==> src/rtl/press_event_decoder.sv <==
// Turns the debounced button level into one-enabled-cycle click, double-click
// and long-press events. All timing is counted in clk_en-qualified cycles.
module press_event_decoder #(
  parameter int LONG_PRESS_CYCLES          = 8,
  parameter int DOUBLE_CLICK_WINDOW_CYCLES = 5
) (
  input  logic       clk,
  input  logic       async_rst_n,
  input  logic       clk_en,
  input  logic       debounced_level,
  output logic       single_click,
  output logic       double_click,
  output logic       long_press_start,
  output logic       long_press_release,
  output logic [2:0] fsm_state
);

  localparam int MAX_CYCLES = (LONG_PRESS_CYCLES > DOUBLE_CLICK_WINDOW_CYCLES) ?
                              LONG_PRESS_CYCLES : DOUBLE_CLICK_WINDOW_CYCLES;
  localparam int CNT_W      = $clog2(MAX_CYCLES + 1);

  // Last counter value of each timed phase: comparing against N-1 is cnt+1==N
  // without needing a wider adder.
  localparam logic [CNT_W-1:0] LONG_LAST = CNT_W'(LONG_PRESS_CYCLES - 1);
  localparam logic [CNT_W-1:0] GAP_LAST  = CNT_W'(DOUBLE_CLICK_WINDOW_CYCLES - 1);

  typedef enum logic [2:0] {
    IDLE         = 3'd0,
    PRESS1       = 3'd1,
    GAP          = 3'd2,
    LONG         = 3'd3,
    WAIT_RELEASE = 3'd4
  } state_t;

  state_t           state, state_nxt;
  logic [CNT_W-1:0] cnt, cnt_nxt;
  logic             single_nxt, double_nxt, lstart_nxt, lrel_nxt;

  always_comb begin
    // NOTE: every combinational output gets a default first so no path leaves
    // it unassigned, which would otherwise infer a latch.
    state_nxt  = state;
    cnt_nxt    = cnt;
    single_nxt = 1'b0;
    double_nxt = 1'b0;
    lstart_nxt = 1'b0;
    lrel_nxt   = 1'b0;

    case (state)
      IDLE: begin
        if (debounced_level) state_nxt = PRESS1;
      end
      PRESS1: begin
        if (!debounced_level) begin
          state_nxt = GAP;
        end else if (cnt == LONG_LAST) begin
          state_nxt  = LONG;
          lstart_nxt = 1'b1;
        end else begin
          cnt_nxt = cnt + CNT_W'(1);
        end
      end
      GAP: begin
        // Level wins over the timeout, so a rise on the last window sample
        // still counts as a double click.
        if (debounced_level) begin
          state_nxt  = WAIT_RELEASE;
          double_nxt = 1'b1;
        end else if (cnt == GAP_LAST) begin
          state_nxt  = IDLE;
          single_nxt = 1'b1;
        end else begin
          cnt_nxt = cnt + CNT_W'(1);
        end
      end
      LONG: begin
        if (!debounced_level) begin
          state_nxt = IDLE;
          lrel_nxt  = 1'b1;
        end
      end
      WAIT_RELEASE: begin
        if (!debounced_level) state_nxt = IDLE;
      end
      default: state_nxt = WAIT_RELEASE;
    endcase

    if (state_nxt != state) cnt_nxt = '0;
  end

  // NOTE: sequential state uses non-blocking assignments so every register
  // samples the pre-edge values regardless of statement order.
  always_ff @(posedge clk or negedge async_rst_n) begin
    if (!async_rst_n) begin
      state              <= WAIT_RELEASE;
      cnt                <= '0;
      single_click       <= 1'b0;
      double_click       <= 1'b0;
      long_press_start   <= 1'b0;
      long_press_release <= 1'b0;
    end else if (clk_en) begin
      state              <= state_nxt;
      cnt                <= cnt_nxt;
      single_click       <= single_nxt;
      double_click       <= double_nxt;
      long_press_start   <= lstart_nxt;
      long_press_release <= lrel_nxt;
    end
  end

  assign fsm_state = state;

endmodule
==> config.mk <==
export PLATFORM = sky130hd
export DESIGN_NAME = press_event_decoder
export DESIGN_NICKNAME = d
export VERILOG_FILES = /design/src/rtl/press_event_decoder.sv
export SDC_FILE = /design/constraint.sdc
export NUM_CORES = 1
export LEC_CHECK = 0
export BUFFER_PORTS_ARGS = -buffer_cell sky130_fd_sc_hd__buf_4
export CAP_MARGIN = 25
export CORE_MARGIN = 3
export CORE_UTILIZATION = 53
export DETAILED_ROUTE_END_ITERATION = 10
export GPL_TIMING_DRIVEN = 0
export PLACE_DENSITY = 0.71
export SLEW_MARGIN = 15
export SYNTH_ARGS = -nofsm -noshare
export SYNTH_HDL_FRONTEND = slang
export SYNTH_SLANG_ARGS = --single-unit
==> constraint.sdc <==
create_clock -name clk -period 2.61 [get_ports clk]
set_input_delay 0.522 -clock clk [delete_from_list [all_inputs] [get_ports clk]]
set_output_delay 0.522 -clock clk [all_outputs]
set_load 0.01 [all_outputs]
## Word-level counts from Yosys, hierarchy flattened

Cells that the tools add are included.

- Flip-flop bits (word level): 11
- Input bits: 4
- Output and inout bits: 7
- Word-level logic and storage cells: 45

- Add/sub/neg operators: 1
- Eq/ne operators: 11
- Muxes and demuxes: 23
- Reductions and logical operators: 4

Operator list:

| cell | number |
|---|---|
| 2-to-1 mux 4 bit | 5 |
| 2-to-1 mux 3 bit | 6 |
| inequality test 3 bit (second input constant) | 4 |
| case mux 3 bit (4 select lines) | 1 |
| 2-to-1 mux 1 bit | 10 |
| == test 4 x 3 -> 1 bit (second input constant) | 2 |
| case mux 4 bit (2 select lines) | 1 |
| == test 3 x 2 -> 1 bit (second input constant) | 2 |
| AND reduction 6 bit | 1 |
| adder 4 x 1 -> 4 bit (second input constant) | 1 |
| == test 3 x 1 -> 1 bit (second input constant) | 1 |
| == test 3 bit (second input constant) | 1 |
| zero test 3 bit | 1 |
| inequality test 3 bit | 1 |
| nonzero test 3 bit | 1 |
| OR reduction 2 bit | 1 |

## Depth between registers and ports, before layout

- Word-level depth: 7
- Gate-level depth with buffers: 6

## Worst setup path after synthesis

Ideal clock, no wire load.

- Kind: register -> register
- Start point: register cnt[0]
- End point: register cnt[3]
- Arrival time: 1760 ps
- Required time: 2532 ps
- Slack: 772 ps
- Cell stages (with the launch flop): 6
- Cells stage by stage: dfrtp_1 ha_1 and3b_4 o32a_4 or4_1 a21oi_1

- Cells in the longest elaborated chain, start to end: 7
- Elaborated cells between the ends (all ways): 21
- Classes of those cells: add/sub (1); eq/ne (7); mux (11); reduce/logical (2)

RTL lines:

| item | line | source |
|---|---|---|
| from (decl) | 36 | `logic [CNT_W-1:0] cnt, cnt_nxt;` |
| from (signal assigned) | 103 | `cnt <= cnt_nxt;` |
| == test 4 x 3 -> 1 bit (on tied branches) | 69, 56 |  |
| 2-to-1 mux 3 bit (on tied branches) | 69, 56 |  |
| 2-to-1 mux 3 bit (on tied branches) | 66, 54 |  |
| case mux 3 bit (4 select lines) | 49 | `case (state)` |
| inequality test 3 bit | 88 | `if (state_nxt != state) cnt_nxt = '0;` |
| inequality test 3 bit (no line) / nonzero test 3 bit (equally long branches) | - |  |
| AND reduction 6 bit (no line) | - |  |

Several ways; a longest one is shown, not always the timed one. The select of a mux whose other input is x is not followed.
A chain may end at the register's enable or synchronous reset.

## Worst setup path in the final report

Ends and elaborated chain as after synthesis.

==> flow_metrics.env <==
export IMPL_floorplan_io_pins=11
export IMPL_placed_cell_area_sq_um=782.0
export IMPL_most_used_standard_cell_by_instance_count_after_synthesis="sky130_fd_sc_hd__dfrtp_1"
export IMPL_share_of_layout_cells_above_drive_strength_1=0.2444
export IMPL_clkLatencyLatePin_ns=0.27
export IMPL_critPathCaptureType="register"
export IMPL_area_growth_syn_to_layout_pct=15.98
export IMPL_required_time_at_the_endpoint_of_the_critical_path_ns=2.81
export IMPL_synth_top_cells_by_count="10 x sky130_fd_sc_hd__dfrtp_1, 8 x sky130_fd_sc_hd__inv_1, 7 x sky130_fd_sc_hd__a21oi_1"
export IMPL_wire_length_per_cell_after_detailed_routing_microns=13.67
export IMPL_cellInternalPower_mw=0.3267
export IMPL_ys_warnings_count=0
export IMPL_run_status="finished, final reports clean"
export IMPL_worst_setup_hold_path_clk_slew_ns=0.07
export IMPL_synth_enable_flop_cells=0
export IMPL_first_global_vias=542
export IMPL_clock_root_buffer="sky130_fd_sc_hd__clkbuf_4"
export IMPL_total_congestion_overflow_after_global_routing=0
export IMPL_design_core_area_sq_mm=0.001171
export IMPL_cp_num_cells=5
export IMPL_timing_hold_violations_final=0
export IMPL_post_synth_num_cell_types=32
export IMPL_post_cts_resized_instances=0
export IMPL_wirelength_microns=1422
export IMPL_largest_net_degree_at_the_start_of_global_routing=12
export IMPL_skew_ns=0.005648
export IMPL_critical_path_top_delay_family="simple AND/OR/NAND/NOR gates"
export IMPL_post_route_min_period_ns=1.926
export IMPL_groute_usage_overall=0.1658
export IMPL_ff2ff_path_depth=5
export IMPL_reg2reg_to="cnt[3]"
export IMPL_hpwl_after_detailed_placement_microns=984.4
export IMPL_place_congestion=0.8337
export IMPL_sw_frac_of_total=0.3478
export IMPL_number_of_buffer_and_inverter_stages_on_the_critical_path=0
export IMPL_leakage_nw=0.3544
export IMPL_combPwrFrac=0.336
export IMPL_layoutNonFillerInstCount=104
export IMPL_cp_endpoint="cnt[3]"
export IMPL_max_cap_viols=0
export IMPL_number_of_design_rule_violations_left_after_detail_routing=0
export IMPL_power_density_mw_per_mm2=619.8
export IMPL_crit_start="cnt[0]"
export IMPL_synthCells=77
export IMPL_cts_tree="done"
export IMPL_worst_setup_path_start_kind="register"
export IMPL_clkPwrFrac=0.236
export IMPL_cp_max_fo=8
export IMPL_place_inst=100
export IMPL_n_antenna_cell=0
export IMPL_cts_hold_buf=0
export IMPL_syn_avg_cell_area_sq_um=9.051
export IMPL_max_freq_ghz=0.5193
export IMPL_critical_path_max_stage_delay_ns=0.47
export IMPL_ff2ff_setup_slack_ns=0.68
export IMPL_layout_nets=97
export IMPL_routed_antenna_nets=0
export IMPL_synth_area_leaders="sky130_fd_sc_hd__dfrtp_1 36%, sky130_fd_sc_hd__a21oi_1 5.0%, sky130_fd_sc_hd__inv_1 4.3%, sky130_fd_sc_hd__dfstp_2 3.8%, sky130_fd_sc_hd__ha_1 3.6%"
export IMPL_power_net_switching_mw=0.1742
export IMPL_critical_path_class="register to register"
export IMPL_dr_first_iter_drc_count=6
export IMPL_clock_path_buffers=2
export IMPL_dieHeight_microns=42.26
export IMPL_grt_first_pass_wirelength_microns=2270
export IMPL_synth_async_sr_flop_share=1.000
export IMPL_slew_violations=0
export IMPL_die_x_microns=42.26
export IMPL_final_period_utilization=0.7378
export IMPL_initial_core_util=0.5951
export IMPL_total_chip_power_mw=0.5009
export IMPL_cp_slowest_cell="sky130_fd_sc_hd__or4_1"
export IMPL_fin_tns_setup_ns=0
export IMPL_viasPerCell=5.894
export IMPL_cts_max_level=1
export IMPL_die_area_sq_mm=0.001786
export IMPL_worstReg2RegStart="cnt[0]"
export IMPL_io_buffers=9
export IMPL_cts_setup_buffers=0
export IMPL_final_cell_area_sq_um=808.3
export IMPL_arrival_ns=2.13
export IMPL_synth_top_area_frac=0.3591
export IMPL_cts_buffers=3
export IMPL_ys_ff_latch=11
export IMPL_seq_power_share=0.428
export IMPL_antenna_found_initial=0
export IMPL_net_count_synth=83
export IMPL_rows=12
export IMPL_ys_flop_type="sky130_fd_sc_hd__dfrtp_1"
export IMPL_worst_pin_slew_ns=0.5605
export IMPL_synth_seq_area_share=0.3968
export IMPL_hold_worst_slack_ns=0.06581
export IMPL_rsz_0062_raised_after_global_routing="no"
export IMPL_path_cells="ha_1 > and3b_4 > o32a_4 > or4_1 > a21oi_1"
export IMPL_hold_path_class="input port to asynchronous set/reset pin"
export IMPL_drtPass1Iterations=4
export IMPL_top_cell_type_by_total_area_after_synthesis="sky130_fd_sc_hd__dfrtp_1"
export IMPL_via_count_of_the_routed_design=613
export IMPL_slew_headroom=0.6241
export IMPL_synth_cell_area_sq_um=696.9
export IMPL_cts_sink_count=11
export IMPL_vdd_drop_max_mv=0.3569
export IMPL_setup_viol_count_final=0
worst min-delay path by stage:
stage                     start          endpoint  slack [ns]  cells past startpoint
floorplan           async_rst_n            cnt[0]        0.23                      0
global placement    async_rst_n  long_press_start        0.36                      1
detailed placement  async_rst_n      single_click        0.36                      1
CTS                 async_rst_n      single_click        0.07                      1
global route        async_rst_n      single_click        0.07                      1
finish              async_rst_n      single_click        0.07                      1
layer usage:
layer  part of all wire  up-vias  global-route usage
met4              0.015        0             0.08696
met3              0.070        2             0.03004
met1               0.49      284              0.2320
li1                   -      307                   -
met2               0.42       20              0.2401
met5                  0        -                   0
stage by stage:
step / util / setup WS, ns
after CTS: 0.6902 / 0.6869
after detailed placement: 0.6677 / 0.7097
final: 0.6902 / 0.6844
after floorplan: - / 0.7721
after global placement: 0.6677 / 0.7119
after global routing: 0.6902 / 0.5563
cell families after synthesis:
logic type,count (synthesis),synth area share
xor+xnor,1,0.01257
flops,11,0.3968
fa+ha+maj,2,0.03590
buf+inv,13,0.07361
simple gates,24,0.2082
mux,2,0.03231
compound gates,24,0.2406
cell usage in the layout, fill, tap and decap left out, types with 4 or more instances in the layout:
cell                       instances
sky130_fd_sc_hd__nor2_1            4
sky130_fd_sc_hd__buf_4             9
sky130_fd_sc_hd__o21ai_0           4
sky130_fd_sc_hd__dfrtp_1          10
sky130_fd_sc_hd__clkbuf_1          4
sky130_fd_sc_hd__a21oi_1           7
sky130_fd_sc_hd__inv_1             8
sequential cells by signal, summed over array words and instances (netlist names):
| name | flops |
|---|---|
| double_click | 1 |
| long_press_release | 1 |
| fsm_state | 3 |
| cnt | 4 |
| long_press_start | 1 |
| single_click | 1 |
power groups by stage:
| stage | Sequential [mW] | Clock (mW) | Combinational [mW] |
|---|---|---|---|
| after detailed placement | 0.218 | 0 | 0.167 |
| final | 0.214 | 0.118 | 0.168 |
| after CTS | 0.214 | 0.122 | 0.168 |
| after global placement | 0.216 | 0 | 0.165 |
| after floorplan | 0.219 | 0 | 0.115 |
| after global routing | 0.219 | 0.128 | 0.186 |
layout make-up:
class                           count  area, sq um
Sequential cell                    11        276.5
Tap cell                           14        17.52
Clock buffer                        4        26.28
Inverter                            8        30.03
Fill cell                          90        362.8
Multi-Input combinational cell     53        369.1
Timing Repair Buffer                9        67.56
Buffer                              5        21.27
Note: power is estimated with default switching activity, not from simulation.
